==> config.mk <==
export PLATFORM = sky130hd
export DESIGN_NAME = bias_add_pipe_n
export DESIGN_NICKNAME = d
export VERILOG_FILES = /design/src/rtl/bias_add_pipe_n.sv
export SDC_FILE = /design/constraint.sdc
export NUM_CORES = 2
export LEC_CHECK = 0
export ABC_AREA = 1
export CORE_ASPECT_RATIO = 0.8
export CORE_MARGIN = 5
export CORE_UTILIZATION = 50
export DETAILED_ROUTE_END_ITERATION = 12
export HOLD_SLACK_MARGIN = 0.02
export PLACE_DENSITY_LB_ADDON = 0.15
export SKIP_CTS_REPAIR_TIMING = 1
export SYNTH_ARGS = -nofsm -noshare
export SYNTH_HDL_FRONTEND = slang
export SYNTH_SLANG_ARGS = --single-unit
==> constraint.sdc <==
create_clock -name clk_i -period 35.8 [get_ports clk_i]
set_input_delay 3.58 -clock clk_i [delete_from_list [all_inputs] [get_ports clk_i]]
set_output_delay 3.58 -clock clk_i [all_outputs]
set_load 0.01 [all_outputs]
==> src/rtl/bias_add_pipe_n.sv <==
// N-lane signed bias adder with a loadable bias bank; define BIAS_ADD_SAT_EN to clamp sums and flag sat_o.
// Latency 1 cycle: a beat accepted at edge k is presented on data_o after edge k.
// Backpressure: 2-entry output buffer keeps full rate; data_ready_o drops only while both entries are held.
module bias_add_pipe_n #(
    parameter int N        = 8,
    parameter int width_p  = 32,
    parameter int bias_w_p = 32,
    parameter int out_w_p  = 32
) (
    input  logic                    clk_i,
    input  logic                    rst_i,
    input  logic [N*bias_w_p-1:0]   bias_i,
    input  logic                    bias_load_i,
    input  logic                    data_valid_i,
    output logic                    data_ready_o,
    input  logic [N*width_p-1:0]    data_i,
    output logic                    data_valid_o,
    input  logic                    data_ready_i,
    output logic [N*out_w_p-1:0]    data_o,
    output logic [N-1:0]            sat_o
);

    localparam int IN_W   = (width_p > bias_w_p) ? width_p : bias_w_p;
    localparam int SUM_W  = IN_W + 1;
    localparam int EXT_W  = (SUM_W > out_w_p) ? SUM_W : out_w_p;
    localparam int BEAT_W = N * out_w_p;

    logic [N*bias_w_p-1:0] bias_q, bias_d;
    logic [BEAT_W-1:0]     sum_all;
    logic [N-1:0]          sat_all;

    // Buffer state: two slots, one-bit pointers, occupancy 0..2
    logic [BEAT_W-1:0] mem0_q, mem0_d, mem1_q, mem1_d;
    logic [BEAT_W-1:0] out_q, out_d;
    logic              wr_ptr_q, wr_ptr_d, rd_ptr_q, rd_ptr_d;
    logic [1:0]        count_q, count_d;
    logic              vld_q, vld_d, rdy_q, rdy_d;
    logic              push, pop;

    genvar g;
    for (g = 0; g < N; g++) begin : g_lane
        logic signed [EXT_W-1:0] d_ext;
        logic signed [EXT_W-1:0] b_ext;

        assign d_ext = EXT_W'($signed(data_i[g*width_p +: width_p]));
        assign b_ext = EXT_W'($signed(bias_q[g*bias_w_p +: bias_w_p]));
`ifdef BIAS_ADD_SAT_EN
        localparam logic [out_w_p-1:0] OUT_MAX = {1'b0, {(out_w_p-1){1'b1}}};
        localparam logic [out_w_p-1:0] OUT_MIN = {1'b1, {(out_w_p-1){1'b0}}};
        logic signed [EXT_W-1:0]   sum_w;
        logic [EXT_W-out_w_p:0]    hi;
        logic                      ovf;

        assign sum_w = d_ext + b_ext;
        // Representable iff every bit from the output sign bit upward agrees
        assign hi    = sum_w[EXT_W-1:out_w_p-1];
        assign ovf   = ~((&hi) | ~(|hi));
        assign sum_all[g*out_w_p +: out_w_p] = ovf ? (sum_w[EXT_W-1] ? OUT_MIN : OUT_MAX)
                                                   : sum_w[out_w_p-1:0];
        assign sat_all[g] = ovf;
`else
        assign sum_all[g*out_w_p +: out_w_p] = out_w_p'(d_ext + b_ext);
        assign sat_all[g] = 1'b0;
`endif
    end

    assign push = data_valid_i & rdy_q;
    assign pop  = vld_q & data_ready_i;

    always_comb begin
        bias_d   = bias_load_i ? bias_i : bias_q;
        wr_ptr_d = wr_ptr_q ^ push;
        rd_ptr_d = rd_ptr_q ^ pop;
        count_d  = count_q;
        if (push && !pop)
            count_d = count_q + 2'd1;
        else if (pop && !push)
            count_d = count_q - 2'd1;
        mem0_d = mem0_q;
        mem1_d = mem1_q;
        if (push && !wr_ptr_q)
            mem0_d = sum_all;
        if (push && wr_ptr_q)
            mem1_d = sum_all;
        // Present the next head; when the buffer drains, keep the last popped beat
        out_d = out_q;
        if (count_d != 2'd0)
            out_d = rd_ptr_d ? mem1_d : mem0_d;
        vld_d = (count_d != 2'd0);
        rdy_d = (count_d != 2'd2);
    end

    always_ff @(posedge clk_i or posedge rst_i) begin
        if (rst_i) begin
            bias_q   <= '0;
            mem0_q   <= '0;
            mem1_q   <= '0;
            out_q    <= '0;
            wr_ptr_q <= 1'b0;
            rd_ptr_q <= 1'b0;
            count_q  <= 2'd0;
            vld_q    <= 1'b0;
            rdy_q    <= 1'b1;
        end else begin
            bias_q   <= bias_d;
            mem0_q   <= mem0_d;
            mem1_q   <= mem1_d;
            out_q    <= out_d;
            wr_ptr_q <= wr_ptr_d;
            rd_ptr_q <= rd_ptr_d;
            count_q  <= count_d;
            vld_q    <= vld_d;
            rdy_q    <= rdy_d;
        end
    end

`ifdef BIAS_ADD_SAT_EN
    // Saturation flags ride in a parallel buffer indexed by the same pointers
    logic [N-1:0] sat0_q, sat0_d, sat1_q, sat1_d, sat_q, sat_d;

    always_comb begin
        sat0_d = sat0_q;
        sat1_d = sat1_q;
        if (push && !wr_ptr_q)
            sat0_d = sat_all;
        if (push && wr_ptr_q)
            sat1_d = sat_all;
        sat_d = sat_q;
        if (count_d != 2'd0)
            sat_d = rd_ptr_d ? sat1_d : sat0_d;
    end

    always_ff @(posedge clk_i or posedge rst_i) begin
        if (rst_i) begin
            sat0_q <= '0;
            sat1_q <= '0;
            sat_q  <= '0;
        end else begin
            sat0_q <= sat0_d;
            sat1_q <= sat1_d;
            sat_q  <= sat_d;
        end
    end

    assign sat_o = sat_q;
`else
    assign sat_o = '0;
`endif

    assign data_o       = out_q;
    assign data_valid_o = vld_q;
    assign data_ready_o = rdy_q;

endmodule

==> results.toml <==
[status]
outcome = "finished, final reports clean"

[die]
coreArea_um2 = 118900
die_h_um = 319.6
floorplan.die_area_um2 = 126900
rows = 113
ios = 783
initial_utilization = 0.5039
die_w_um = 397.0

[route]
wl_met3_um = 13640
drtAntennaViolNets = 0
routed_wl_um = 200000
drc = 0
wl_per_cell_um = 18.93
highest_layer = "met5"
wl_met2_um = 90880
avgViaCountPerCell = 5.245
wl_met1_um = 86550
vias = 55420
drt-initial-drc-count = 4349
drt_pass1_iterations = 6

[synth]
postSynth.asyncResetShare = 1.000
ys_seq_area_frac = 0.4302
synth_commonest_cells = "nand2_1, dfrtp_1, inv_1, nand3_1, nor2_1"
synth-edff-count = 0
syn_inst = 8209
yosys.cell_count.top_type = "nand2_1"
yosysTopAreaCell = "dfrtp_1"
syn-cell-area_um2 = 59920
synth.avg_cell_area_um2 = 7.299
ys_warn_count = 0
ys_ff_latch = 1030
ys_types = 35
synth_top_area_share = 0.4297
synth_area_leaders = "dfrtp_1, nand2_1, nand3_1"
ys.flop_type = "dfrtp_1"

[timing]
finClkSkew_ns = 0.02604
period_needed_ns = 7.025
hold_viol_final = 0
setup_tns_ns = 0
slew_viol_final = 0
rsz0062_at_grt = "no"
fmax_mhz = 142.3
setup_viol = 0
tightestPinTransition_ns = 1.218
slew_headroom = 0.1878
fin_crit_sh = 0.1962

[placement]
placed_cell_area_um2 = 68910
gp_congestion = 0.9694
portBuffers = 774
dp_hpwl_um = 144500

[pwr]
p_seq_frac = 0.325
vdd_drop_max_mv = 0.1037
internal_power_mw = 3.339
combPwrFrac = 0.464
power.switching_mw = 2.461
p_leak_nw = 38.85
pwr-share-clk = 0.211
p_per_area_nw_per_um2 = 79.75
switching_share = 0.4243

[worst_setup_path]
cp_data_required_time_ns = 36.43
crit_arrival_ns = 7.66
crit_fanout = 191
endpoint_kind = "flip-flop"
r2r_slack_ns = 31.56
max_stage_delay_ns = 0.83
worstSetupPathType = "primary input to flip-flop"
slowest_stage = "buf_4"
path_cells = "clkdlybuf4s50_1, nand2_1, inv_2, ha_4, buf_12, buf_4, buf_4, o21ai_0, inv_1, nand2_1, a31oi_1"
startpoint_type = "primary input"

[finish]
area_delta_synth_final_pct = 21.36
stdcell_area_um2 = 72720
fillers = 10870
nets = 9641
regArea_um2 = 25780
multiInputGateArea_um2 = 29300
drive_gt1_frac = 0.05394
post-route-util = 0.6116

[flow_run]
max_cap_violations = 0

[clock_network]
clk_pin_slew_worst_paths_ns = 0.06
cts_sinks = 1030
clock_latency_ns = 0.73
cts_max_level = 3
cts_tree = "built"
numCtsBuffers = 107
cts_buffer_depth = 3
cts-root-buf = "clkbuf_16"

[global_route]
grt_max_degree = 192
track_usage = 0.3091
gr-total-overflow = 0
grt_antenna_before_repair = 5
grt_first_pass_wirelength_um = 311700
grt_pass1_vias = 55010

[min_path]
hold_path.class = "flip-flop to flip-flop"
## cells in the final DEF, fill, tap and decap left out, types with 2 or more instances in the layout
| master | n |
|---|---|
| o21ai_0 | 168 |
| xor2_1 | 111 |
| conb_1 | 8 |
| dfrtp_1 | 1029 |
| and2_1 | 6 |
| nor3_1 | 24 |
| nor2_1 | 426 |
| nand3_1 | 846 |
| o21bai_1 | 19 |
| clkinv_4 | 4 |
| inv_8 | 5 |
| a21oi_1 | 167 |
| clkinvlp_4 | 4 |
| xnor2_1 | 17 |
| nand4_1 | 24 |
| clkbuf_1 | 24 |
| inv_2 | 2 |
| buf_4 | 28 |
| mux2_2 | 256 |
| nand2_1 | 3416 |
| nand3b_1 | 8 |
| diode_2 | 3 |
| a21o_1 | 8 |
| a31oi_1 | 24 |
| inv_1 | 984 |
| clkbuf_8 | 16 |
| o21ai_1 | 81 |
| bufinv_16 | 18 |
| or2_2 | 6 |
| ha_4 | 2 |
| fa_1 | 8 |
| ha_1 | 248 |
| buf_12 | 5 |
| clkinv_2 | 18 |
| o211ai_1 | 51 |
| clkdlybuf4s50_1 | 773 |
| clkbuf_16 | 111 |
| inv_6 | 2 |
## worst max-delay path: cells and delay by family
family | cells | cell delay [ns]
buffers and inverters | 6 | 2.87
adders and majority gates | 1 | 0.49
AOI/OAI and AO/OA | 2 | 0.37
and+or+nand+nor | 2 | 0.11
## logic make-up (layout without fill, tap and decap cells)
family	after synthesis	count (layout)	share of synthesized area
AOI/OAI and AO/OA	518	518	0.04702
adders and majority gates	258	258	0.05487
DFF	1030	1030	0.4302
and+or+nand+nor	4759	4759	0.3184
buffers and inverters	1257	1995	0.08210
muxes	256	256	0.04811
xor gates and xnor gates	130	130	0.01925
other	1	11	0.00006258
## per-layer routing
layer / vias to the layer above / track usage
li1: 27060 / -
met1: 26160 / 0.4162
met2: 1847 / 0.4974
met3: 353 / 0.05749
met4: 4 / 0.1204
met5: - / 0
## state kept, by name (all words and copies together) (netlist names)
signal        flops
bias_q          256
count_q           2
data_o          256
data_ready_o      1
data_valid_o      1
mem0_q          256
mem1_q          256
rd_ptr_q          1
wr_ptr_q          1
## metrics by stage
step | worst slack [ns] | cells | hold slack [ns] | power [mW]
floorplan | 3.235 | 8216 | 0.4384 | 3.536
global placement | 28.17 | 10370 | 0.4510 | 4.504
detailed placement | 28.15 | 10370 | 0.4573 | 4.563
CTS | 28.93 | 10560 | 0.4709 | 5.812
global route | 28.63 | 10570 | 0.4850 | 6.206
finish | 28.77 | 10570 | 0.4695 | 5.799
## final timing paths
check / start / endpoint / depth (start not counted)
max: data_valid_i / data_o[162]$_DFFE_PP0P_ / 11
min: mem1_q[224]$_DFF_PP0_ / mem1_q[224]$_DFF_PP0_ / 2
max reg2reg: data_ready_o$_DFF_PP1_ / data_o[162]$_DFFE_PP0P_ / 10
min reg2reg: mem1_q[224]$_DFF_PP0_ / mem1_q[224]$_DFF_PP0_ / 2
max in group asynchronous: rst_i / bias_q[182]$_DFFE_PP0P_ / 4
min in group asynchronous: rst_i / mem1_q[33]$_DFF_PP0_ / 2
## power groups by stage
stage               combinational, mW  clock, mW  sequential [mW]
detailed placement               2.67          0             1.89
global route                     2.99       1.29             1.92
floorplan                        1.65          0             1.89
global placement                 2.61          0             1.89
CTS                              2.69       1.24             1.88
finish                           2.69       1.23             1.88
## area by class of cell
cell class,count,area share
diodes,3,0.0001032
clock buffers,151,0.04246
clock inverters,46,0.009807
inverters,991,0.05167
multi-input cells,5929,0.4029
flip-flops and latches,1030,0.3545
well taps,1610,0.02770
repair buffers,807,0.1109
No activity file was read; power rests on OpenSTA's default activity.
